==> config.mk <==
export PLATFORM = sky130hd
export DESIGN_NAME = div_meas
export DESIGN_NICKNAME = d
export VERILOG_FILES = /design/src/rtl/div_meas.sv
export SDC_FILE = /design/constraint.sdc
export NUM_CORES = 1
export LEC_CHECK = 0
export ABC_AREA = 0
export CAP_MARGIN = 20
export CORE_ASPECT_RATIO = 1.5
export CORE_MARGIN = 10
export CORE_UTILIZATION = 50
export CTS_CLUSTER_SIZE = 28
export DETAILED_ROUTE_END_ITERATION = 6
export GPL_TIMING_DRIVEN = 0
export PLACE_DENSITY = 0.75
export SYNTH_ARGS = -nofsm -noshare
export SYNTH_HDL_FRONTEND = slang
export SYNTH_SLANG_ARGS = --single-unit
==> constraint.sdc <==
create_clock -name clk -period 3.35 [get_ports clk]
set_input_delay 0.67 -clock clk [delete_from_list [all_inputs] [get_ports clk]]
set_output_delay 0.67 -clock clk [all_outputs]
set_load 0.01 [all_outputs]
==> src/rtl/div_meas.sv <==
// Period / high-time meter for a slow signal sampled in the clk domain.
// Reports each complete period and flags a missing edge after MAX cycles.
module div_meas #(
  parameter int W = 16
) (
  input  logic         clk,
  input  logic         rst_n,
  input  logic         sig_in,
  input  logic         EN,
  input  logic [W-1:0] Din,
  output logic [W-1:0] PERIOD,
  output logic [W-1:0] HIGH,
  output logic         VALID,
  output logic         MATCH,
  output logic         TIMEOUT
);

  localparam logic [W-1:0] MAX = '1;
  localparam logic [W-1:0] ONE = W'(1);

  typedef enum logic [1:0] {
    IDLE,
    MEASURE,
    TOVER
  } state_t;

  state_t state, state_d;

  logic s1, s2, s3;
  logic rise;

  logic [W-1:0] cnt, cnt_d;
  logic [W-1:0] hcnt, hcnt_d;
  logic [W-1:0] period_d, high_d;
  logic         valid_d, match_d, timeout_d;

  // s1/s2 resolve metastability, s3 delays s2 for edge detection
  always_ff @(posedge clk or negedge rst_n) begin
    if (!rst_n) begin
      s1 <= 1'b0;
      s2 <= 1'b0;
      s3 <= 1'b0;
    end else begin
      s1 <= sig_in;
      s2 <= s1;
      s3 <= s2;
    end
  end

  assign rise = s2 & ~s3;

  always_ff @(posedge clk or negedge rst_n) begin
    if (!rst_n) begin
      state   <= IDLE;
      cnt     <= '0;
      hcnt    <= '0;
      PERIOD  <= '0;
      HIGH    <= '0;
      VALID   <= 1'b0;
      MATCH   <= 1'b0;
      TIMEOUT <= 1'b0;
    end else begin
      state   <= state_d;
      cnt     <= cnt_d;
      hcnt    <= hcnt_d;
      PERIOD  <= period_d;
      HIGH    <= high_d;
      VALID   <= valid_d;
      MATCH   <= match_d;
      TIMEOUT <= timeout_d;
    end
  end

  always_comb begin
    state_d   = state;
    cnt_d     = cnt;
    hcnt_d    = hcnt;
    period_d  = PERIOD;
    high_d    = HIGH;
    valid_d   = 1'b0;
    match_d   = MATCH;
    timeout_d = TIMEOUT;
    if (!EN) begin
      state_d   = IDLE;
      cnt_d     = '0;
      hcnt_d    = '0;
      timeout_d = 1'b0;
    end else begin
      case (state)
        IDLE: begin
          cnt_d  = '0;
          hcnt_d = '0;
          if (rise) begin
            state_d = MEASURE;
            cnt_d   = ONE;
            hcnt_d  = ONE;
          end
        end
        MEASURE: begin
          // a rise at cnt==MAX still closes a valid period
          if (rise) begin
            period_d  = cnt;
            high_d    = hcnt;
            match_d   = (cnt == Din);
            valid_d   = 1'b1;
            timeout_d = 1'b0;
            cnt_d     = ONE;
            hcnt_d    = ONE;
          end else if (cnt == MAX) begin
            state_d   = TOVER;
            timeout_d = 1'b1;
          end else begin
            cnt_d = cnt + ONE;
            if (s2) begin
              hcnt_d = hcnt + ONE;
            end
          end
        end
        TOVER: begin
          if (rise) begin
            state_d = MEASURE;
            cnt_d   = ONE;
            hcnt_d  = ONE;
          end
        end
        default: begin
          state_d = IDLE;
          cnt_d   = '0;
          hcnt_d  = '0;
        end
      endcase
    end
  end

endmodule

* Yosys cells after proc, flatten, opt, wreduce, memory -nomap -nowiden *
Index checks and enable logic that the tools add are counted.

storage, ports and cells
  output and inout port bits = 35
  ROM bits = 0
  bits in registers = 72
  bits in latches = 0
  memories = 0
  bits in writable memories = 0

operators by class
  shift operators = 0
  $mul = 0
  magnitude comparators = 0
  mux-type cells = 23
  divide/modulo/power cells = 0
  $add $sub $neg = 2
  reductions and logical operators = 7
  eq/ne operators = 12
  bitwise gates (word level) = 2

operator list
  cell                                                    count
  two-way mux 16 bit                                      8
  case mux 16 bit (3 select lines)                        2
  adder 16 x 1 -> 16 bit (second input constant)          2
  equality test 16 bit                                    1
  equality test 16 bit (second input constant)            1
  inequality test 3 bit (second input constant)           3
  AND reduction 3 bit                                     3
  two-way mux 1 bit                                       8
  two-way mux 2 bit                                       4
  inequality test 4 bit (second input constant)           2
  case mux 2 bit (2 select lines)                         1
  AND reduction 2 bit                                     2
  inequality test 3 x 1 -> 1 bit (second input constant)  1
  inequality test 3 x 2 -> 1 bit (second input constant)  1
  equality test 2 x 1 -> 1 bit (second input constant)    1
  equality test 2 bit (second input constant)             1
  zero test 2 bit                                         1
  inequality test 2 x 1 -> 1 bit (second input constant)  1
  OR reduction 2 bit                                      1
  bitwise AND 1 bit                                       1
  NOT 1 bit                                               1

* Depth between registers and ports, before layout *
Gate-level depths: netlist of the first run.

  depth in word-level cells = 6
  depth in mapped cells = 8
  depth with buffers taken out = 6

* Least setup slack after synthesis of the first run *
Ideal clock, no wire load.

  path type = input-to-reg
  start point = input port EN
  end point = register HIGH[10]
  arrival = 1.759 ns
  required time = 3.225 ns
  stages = 6
  slack = 1.466 ns
  cells stage by stage = and3b_1 > buf_6 > nor2b_1 > buf_2 > buf_2 > mux2_2

on the way
  word-level cells in the longest chain between the ends = 1

RTL lines
  item                           line  source
  start, declared                9     input logic EN,
  AND reduction 3 bit (no line)  n/a
  end signal, assigned           67    HIGH <= high_d;
  end, declared                  12    output logic [W-1:0] HIGH,

Every way passes these cells.
A chain may end at the register's enable or synchronous reset.

* Worst setup path after layout of the first run *
  start point = input port EN
  end point = register HIGH[5]

Same word-level chain as after synthesis.

==> impl_metrics.yaml, run 1 <==
die:
  die-area_um2: 10990
  die_h_um: 123.5
  rows: 37
  start_util: 0.5175
  die_x_um: 88.99
  io_pins: 55
  coreArea_um2: 6898
sta:
  tightest_slew_ps: 903.9
  fmax_mhz: 422.1
  fin_skew_ps: 12.59
  finalHoldWorstSlack_ps: 355.0
  setup_violations: 0
  setup-tns-final_ps: 0
  post-route-worst-setup-slack_ps: 980.7
  fin_crit_ps: 2369
  slew_headroom: 0.3974
  hold_viol_final: 0
  rsz0062_at_grt: "false"
  drv_slew: 0
  min_period_over_period: 0.7073
worst_setup_path:
  worstSetupStartpoint: "EN"
  required_ps: 3590
  end_kind: "register"
  worstPathBufferInverterCount: 4
  rrSetupSlack_ps: 1250
  crit_family: "buffers and inverters"
  start_kind: "input pin"
  cp-endpoint: "HIGH[5]"
  path_depth: 7
  cp_slowest_stage_delay_ps: 560
  crit_path_max_fanout: 10
  crit_type: "input pin to register"
  crit_slowest_cell: "clkdlybuf4s50_1"
  cp_common_cell: "buf_2"
  reg2reg_from: "cnt[1]"
  r2r-end: "cnt[0]"
  rr_worst_depth: 6
  arrival_ps: 2610
  path_cells: "clkdlybuf4s50_1 > and3b_1 > buf_6 > nor2b_1 > buf_2 > buf_2 > mux2_2"
finish:
  drive_above_1_share: 0.1839
  syn2layout_area_growth_pct: 22.12
  num-fill-cells: 594
  multi_input_area_um2: 1634
  regArea_um2: 1802
  nets: 416
  final_area_um2: 4359
  n_antenna_cell: 0
worst_hold_path:
  hold_path_class: "register to register"
  hold_path.startpoint: "s1"
synthesis:
  avgSynthCellArea_um2: 10.85
  ys_seq_area_frac: 0.5047
  synth_edf_count: 0
  synth_area_um2: 3570
  async_flop_share: 1.000
  yosysTopAreaCell: "dfrtp_1"
  synthTopCellsByArea: "dfrtp_1 50%, mux2_2 10%, xnor2_1 4.2%, o21ai_0 3.4%, nand2_1 2.6%"
  synth_cell_type_count: 48
  syn_inst: 329
  yosys.area.top_type_share: 0.5047
  yosysWarnings: 0
  ys.flop_type: "dfrtp_1"
  ys_ff_latch: 72
  syn_nets: 351
clock_network:
  post_cts_resize_count: 0
  post_cts_buffers: 0
  cts_hold_buf: 0
  clkTransAtPathRegs_ps: 70
  cts_tree: "yes"
  cts_buffer_depth: 2
  clockRootBuffer: "clkbuf_8"
  clk_latency_ps: 360
  cts_htree_levels: 3
  cts_sinks: 72
  numCtsBuffers: 9
status:
  status: "complete, no violations"
placed_design:
  place_area_um2: 4205
  place_ws_ps: 611.3
  io_buffers: 54
  routabilityCongestion: 0.8892
  dpl.hpwl_mm: 6.462
global_route:
  grt_antenna_before_repair: 0
  grt_overflow: 0
  grt_pass1_wl_mm: 14.81
  grt_pass1_vias: 2878
  grtUsageTotal: 0.1766
  grt_start_max_net_pins: 73
route:
  drtIter0Drc: 173
  drc: 0
  wire_per_inst_um: 18.75
  vias: 2775
  dr.pass1.iters: 4
  ant_nets: 0
  viasPerCell: 5.842
  routed_wl_mm: 8.908
power_and_ir_drop:
  pwr-share-comb: 0.070
  p_int_mw: 1.211
  p_clk_frac: 0.367
  swShare: 0.2290
  vdd_drop_max_v: 0.0003033
  leakagePower_nw: 1.887
  power.density_nw_per_um2: 360.4
  switchingPower_mw: 0.3597
  seqPwrFrac: 0.563
flow_run:
  drv_cap: 0
worst register-to-register path, delay by kind of cell, from the launching register on:
| kind | cells | cell delay [ps] |
|---|---|---|
| AO/OA/AOI/OAI | 1 | 290 |
| flip-flops | 1 | 530 |
| AND/OR/NAND/NOR | 2 | 480 |
| XOR/XNOR | 1 | 140 |
| buffers and inverters | 1 | 250 |
| adder cells (fa/ha/maj) | 1 | 300 |
through the flow:
step / power (mW) / instances / utilization
2_1_floorplan: 0.9490 / 329 / -
3_3_place_gp: 1.011 / 461 / 0.6100
3_5_place_dp: 1.013 / 461 / 0.6097
4_1_cts: 1.588 / 475 / 0.6320
5_1_grt: 1.636 / 475 / 0.6320
6_report: 1.571 / 475 / 0.6320
kinds of logic after synthesis:
group | Yosys count | share of synthesized area
flops | 72 | 0.5047
fa+ha+maj | 2 | 0.007009
xor+xnor | 23 | 0.05643
compound gates | 70 | 0.1227
simple gates | 105 | 0.1676
mux | 33 | 0.1041
buf+inv | 24 | 0.03750
flip-flops by register name, summed over array words and instances (netlist names):
register	count
hcnt	16
TIMEOUT	1
s1	1
HIGH	16
MATCH	1
state	2
s2	1
VALID	1
s3	1
PERIOD	16
cnt	16
layout make-up:
cell class | count | share of cell area
Multi-Input combinational cell | 233 | 0.3749
Tap cell | 78 | 0.02239
Timing Repair Buffer | 54 | 0.1234
Clock inverter | 1 | 0.001148
Inverter | 2 | 0.001722
Sequential cell | 72 | 0.4133
Buffer | 22 | 0.02899
Clock buffer | 13 | 0.03416
power groups by stage:
stage	Combinational (mW)	Clock [mW]	Sequential, mW
CTS	0.112	0.591	0.885
finish	0.110	0.576	0.885
global route	0.122	0.629	0.885
global placement	0.110	0	0.901
detailed placement	0.112	0	0.901
floorplan	0.0470	0	0.902
synth_stat cells (2+ instances only):
cell / n
a21oi_1: 17
a311oi_1: 2
a31oi_1: 7
a41oi_1: 2
and2_1: 5
and3_1: 10
and3b_1: 3
and4_1: 3
buf_2: 14
buf_6: 3
clkbuf_1: 4
dfrtp_1: 72
ha_1: 2
inv_1: 2
mux2_2: 33
nand2_1: 25
nand2b_1: 3
nand3_1: 12
nand4_1: 13
nor2_1: 16
nor2b_1: 2
nor4_1: 2
o2111ai_1: 2
o21ai_0: 24
o21ai_1: 2
o31ai_1: 4
or3_1: 3
xnor2_1: 17
xor2_1: 6
routing by layer:
layer | share of wire | vias up | track usage
met5 | 0 | - | 0
li1 | - | 1324 | -
met4 | 0.025 | 0 | 0.07485
met1 | 0.39 | 1346 | 0.1944
met2 | 0.52 | 88 | 0.3020
met3 | 0.060 | 17 | 0.05925
cell usage in the layout (no fill, tap or decap), types with 4 or more instances in the layout:
cell,netlist,layout
o21ai_0,24,24
clkdlybuf4s50_1,0,53
clkbuf_8,0,10
nor2_1,16,16
mux2_2,33,33
a31oi_1,7,7
buf_2,14,14
nand3_1,12,12
xnor2_1,17,17
and3_1,10,10
clkbuf_1,4,7
dfrtp_1,72,72
o31ai_1,4,4
a21oi_1,17,17
xor2_1,6,6
and2_1,5,5
nand4_1,13,13
nand2_1,25,25
how the worst min path moves through the flow:
stage	cells past startpoint	slack, ps	endpoint
floorplan	0	330	s2
global placement	0	340	s2
detailed placement	0	340	s2
CTS	0	360	s2
global route	0	370	s2
finish	0	360	s2
No activity file was read; power rests on OpenSTA's default activity.
==> run 2: changes to the inputs <==
Settings changed: CORE_UTILIZATION 50 to 49, PLACE_DENSITY 0.75 to 0.77.
Clock period 3.35 ns to 2 ns, I/O delays scaled along.
==> run 2 against run 1 <==
Compared with the run above: combinational power grew 73%; cell area grew 3.0%; sequential share of layout area shrank 1.2 points; critical endpoint is now cnt[7].
==> impl_metrics.yaml, run 2 (same netlist as run 1, synthesis figures left out) <==
die:
  rows: 38
  die_h_um: 124.5
  die_x_um: 89.69
  die-area_um2: 11170
  start_util: 0.4972
  coreArea_um2: 7179
  io_pins: 55
global_route:
  grt_antenna_before_repair: 0
  grt_pass1_wl_mm: 14.92
  grtUsageTotal: 0.1726
  grt_overflow: 0
  grt_start_max_net_pins: 73
  grt_pass1_vias: 2903
clock_network:
  clkTransAtPathRegs_ps: 70
  cts_htree_levels: 3
  cts_hold_buf: 0
  cts_tree: "yes"
  clockRootBuffer: "clkbuf_8"
  numCtsBuffers: 9
  clk_latency_ps: 350
  cts_buffer_depth: 2
  cts_sinks: 72
worst_setup_path:
  path_cells: "and4_4 > buf_6 > nand4_4 > buf_4 > o21ai_1 > xor2_1 > nor2_1"
  required_ps: 2240
  crit_path_max_fanout: 10
  arrival_ps: 2120
  end_kind: "register"
  start_kind: "register"
  crit_slowest_cell: "dfrtp_1"
  cp_slowest_stage_delay_ps: 500
  crit_type: "register to register"
finish:
  nets: 416
  num-fill-cells: 604
  final_area_um2: 4491
  drive_above_1_share: 0.2130
  layout_commonest_cell: "dfrtp_1"
  n_antenna_cell: 0
  final_cell_mix: "70 x dfrtp_1, 52 x clkdlybuf4s50_1, 33 x mux2_2"
  syn2layout_area_growth_pct: 25.80
  postLayoutCoreUtil: 0.6255
power_and_ir_drop:
  totalPowerFinal_mw: 2.832
  pwr-share-comb: 0.067
  seqPwrFrac: 0.523
  swShare: 0.2219
  leakagePower_nw: 1.931
  switchingPower_mw: 0.6282
  power.density_nw_per_um2: 630.6
  p_clk_frac: 0.410
  p_int_mw: 2.203
  vdd_drop_max_v: 0.0005938
sta:
  fin_skew_ps: 9.505
  setup_violations: 0
  slew_headroom: 0.3947
  drv_slew: 0
  tightest_slew_ps: 908.0
  min_period_over_period: 0.9402
  fmax_mhz: 531.8
  hold_viol_final: 0
  fin_crit_ps: 1880
status:
  status: "complete, no violations"
route:
  vias: 2791
  dr.pass1.iters: 4
  drc: 0
  ant_nets: 0
  viasPerCell: 5.593
  wire_per_inst_um: 18.43
  routed_wl_mm: 9.197
  drtIter0Drc: 208
worst_hold_path:
  hold_path_class: "input pin to asynchronous set/reset pin"
placed_design:
  dpl.hpwl_mm: 6.684
  routabilityCongestion: 0.9291
  place_area_um2: 4233
  io_buffers: 54
flow_run:
  drv_cap: 0
==> run 2: cell types whose count changed in the layout (fill, tap and decap cells not counted), sizes merged <==
| cell | change |
|---|---|
| clkdlybuf4s50 | -1 |
| clkinv | +1 |
| clkbuf | +2 |
| dlymetal6s2s | +1 |
| bufinv | +1 |
| buf | -2 |
==> run 2: worst max-delay path: cells and delay by family (launching register included) <==
family          cells  cell delay [ps]
compound gates      1              210
xor+xnor            1              170
buf+inv             2              370
flops               1              500
simple gates        3              500
==> run 2: layer usage <==
| layer | track usage | vias up | wire [µm] |
|---|---|---|---|
| li1 | - | 1321 | - |
| met1 | 0.1879 | 1367 | 3442 |
| met2 | 0.2976 | 82 | 4905 |
| met3 | 0.04516 | 21 | 528 |
| met4 | 0.07801 | 0 | 320 |
| met5 | 0 | - | 0 |
==> run 2: metrics by stage <==
stage | hold slack [ps] | setup TNS [ps] | std cells | setup slack [ps]
finish | 153.9 | 0 | 499 | 119.6
global placement | 338.3 | -151610 | 483 | -1848
floorplan | 104.4 | 0 | 329 | 271.8
CTS | 205.3 | -14.31 | 499 | -3.695
detailed placement | 346.5 | -21550 | 483 | -492.8
global route | 243.1 | -0.5735 | 499 | -0.5735
==> run 2: power groups by stage <==
stage,logic [mW],registers (mW),clock network [mW]
after CTS,0.191,1.48,1.19
after global placement,0.185,1.51,0
final,0.190,1.48,1.16
after floorplan,0.0787,1.51,0
after global routing,0.209,1.48,1.25
after detailed placement,0.188,1.51,0
==> run 2: path summary, 6_finish.rpt <==
kind / from / to / slack [ps] / cells after the start
max: cnt[5] / cnt[7] / 120 / 7
min: rst_n / cnt[0] / 150 / 1
max reg2reg: cnt[5] / cnt[7] / 120 / 7
min reg2reg: s1 / s2 / 360 / 0
max in group asynchronous: rst_n / cnt[12] / 1200 / 1
min in group clk: s1 / s2 / 360 / 0
==> run 2: layout make-up <==
| cell class | count | area, µm² | share of cell area |
|---|---|---|---|
| Sequential cell | 72 | 1804 | 0.4018 |
| Multi-Input combinational cell | 233 | 1654 | 0.3683 |
| Clock inverter | 3 | 40.04 | 0.008916 |
| Tap cell | 100 | 125.1 | 0.02786 |
| Inverter | 2 | 7.507 | 0.001672 |
| Timing Repair Buffer | 55 | 548.0 | 0.1220 |
| Clock buffer | 13 | 158.9 | 0.03539 |
| Buffer | 21 | 152.6 | 0.03399 |
==> run 2: timing repair <==
action                     CTS  global route
buffers inserted             0             1
gates resized for setup      8            13
gates cloned                 0             0
setup endpoints to repair   46            50
==> run 3: changes to the inputs <==
Settings changed: CTS_CLUSTER_SIZE 28 to unset.
==> results of run 3 <==
Final layout, timing and power as in run 2 (identical DEF).
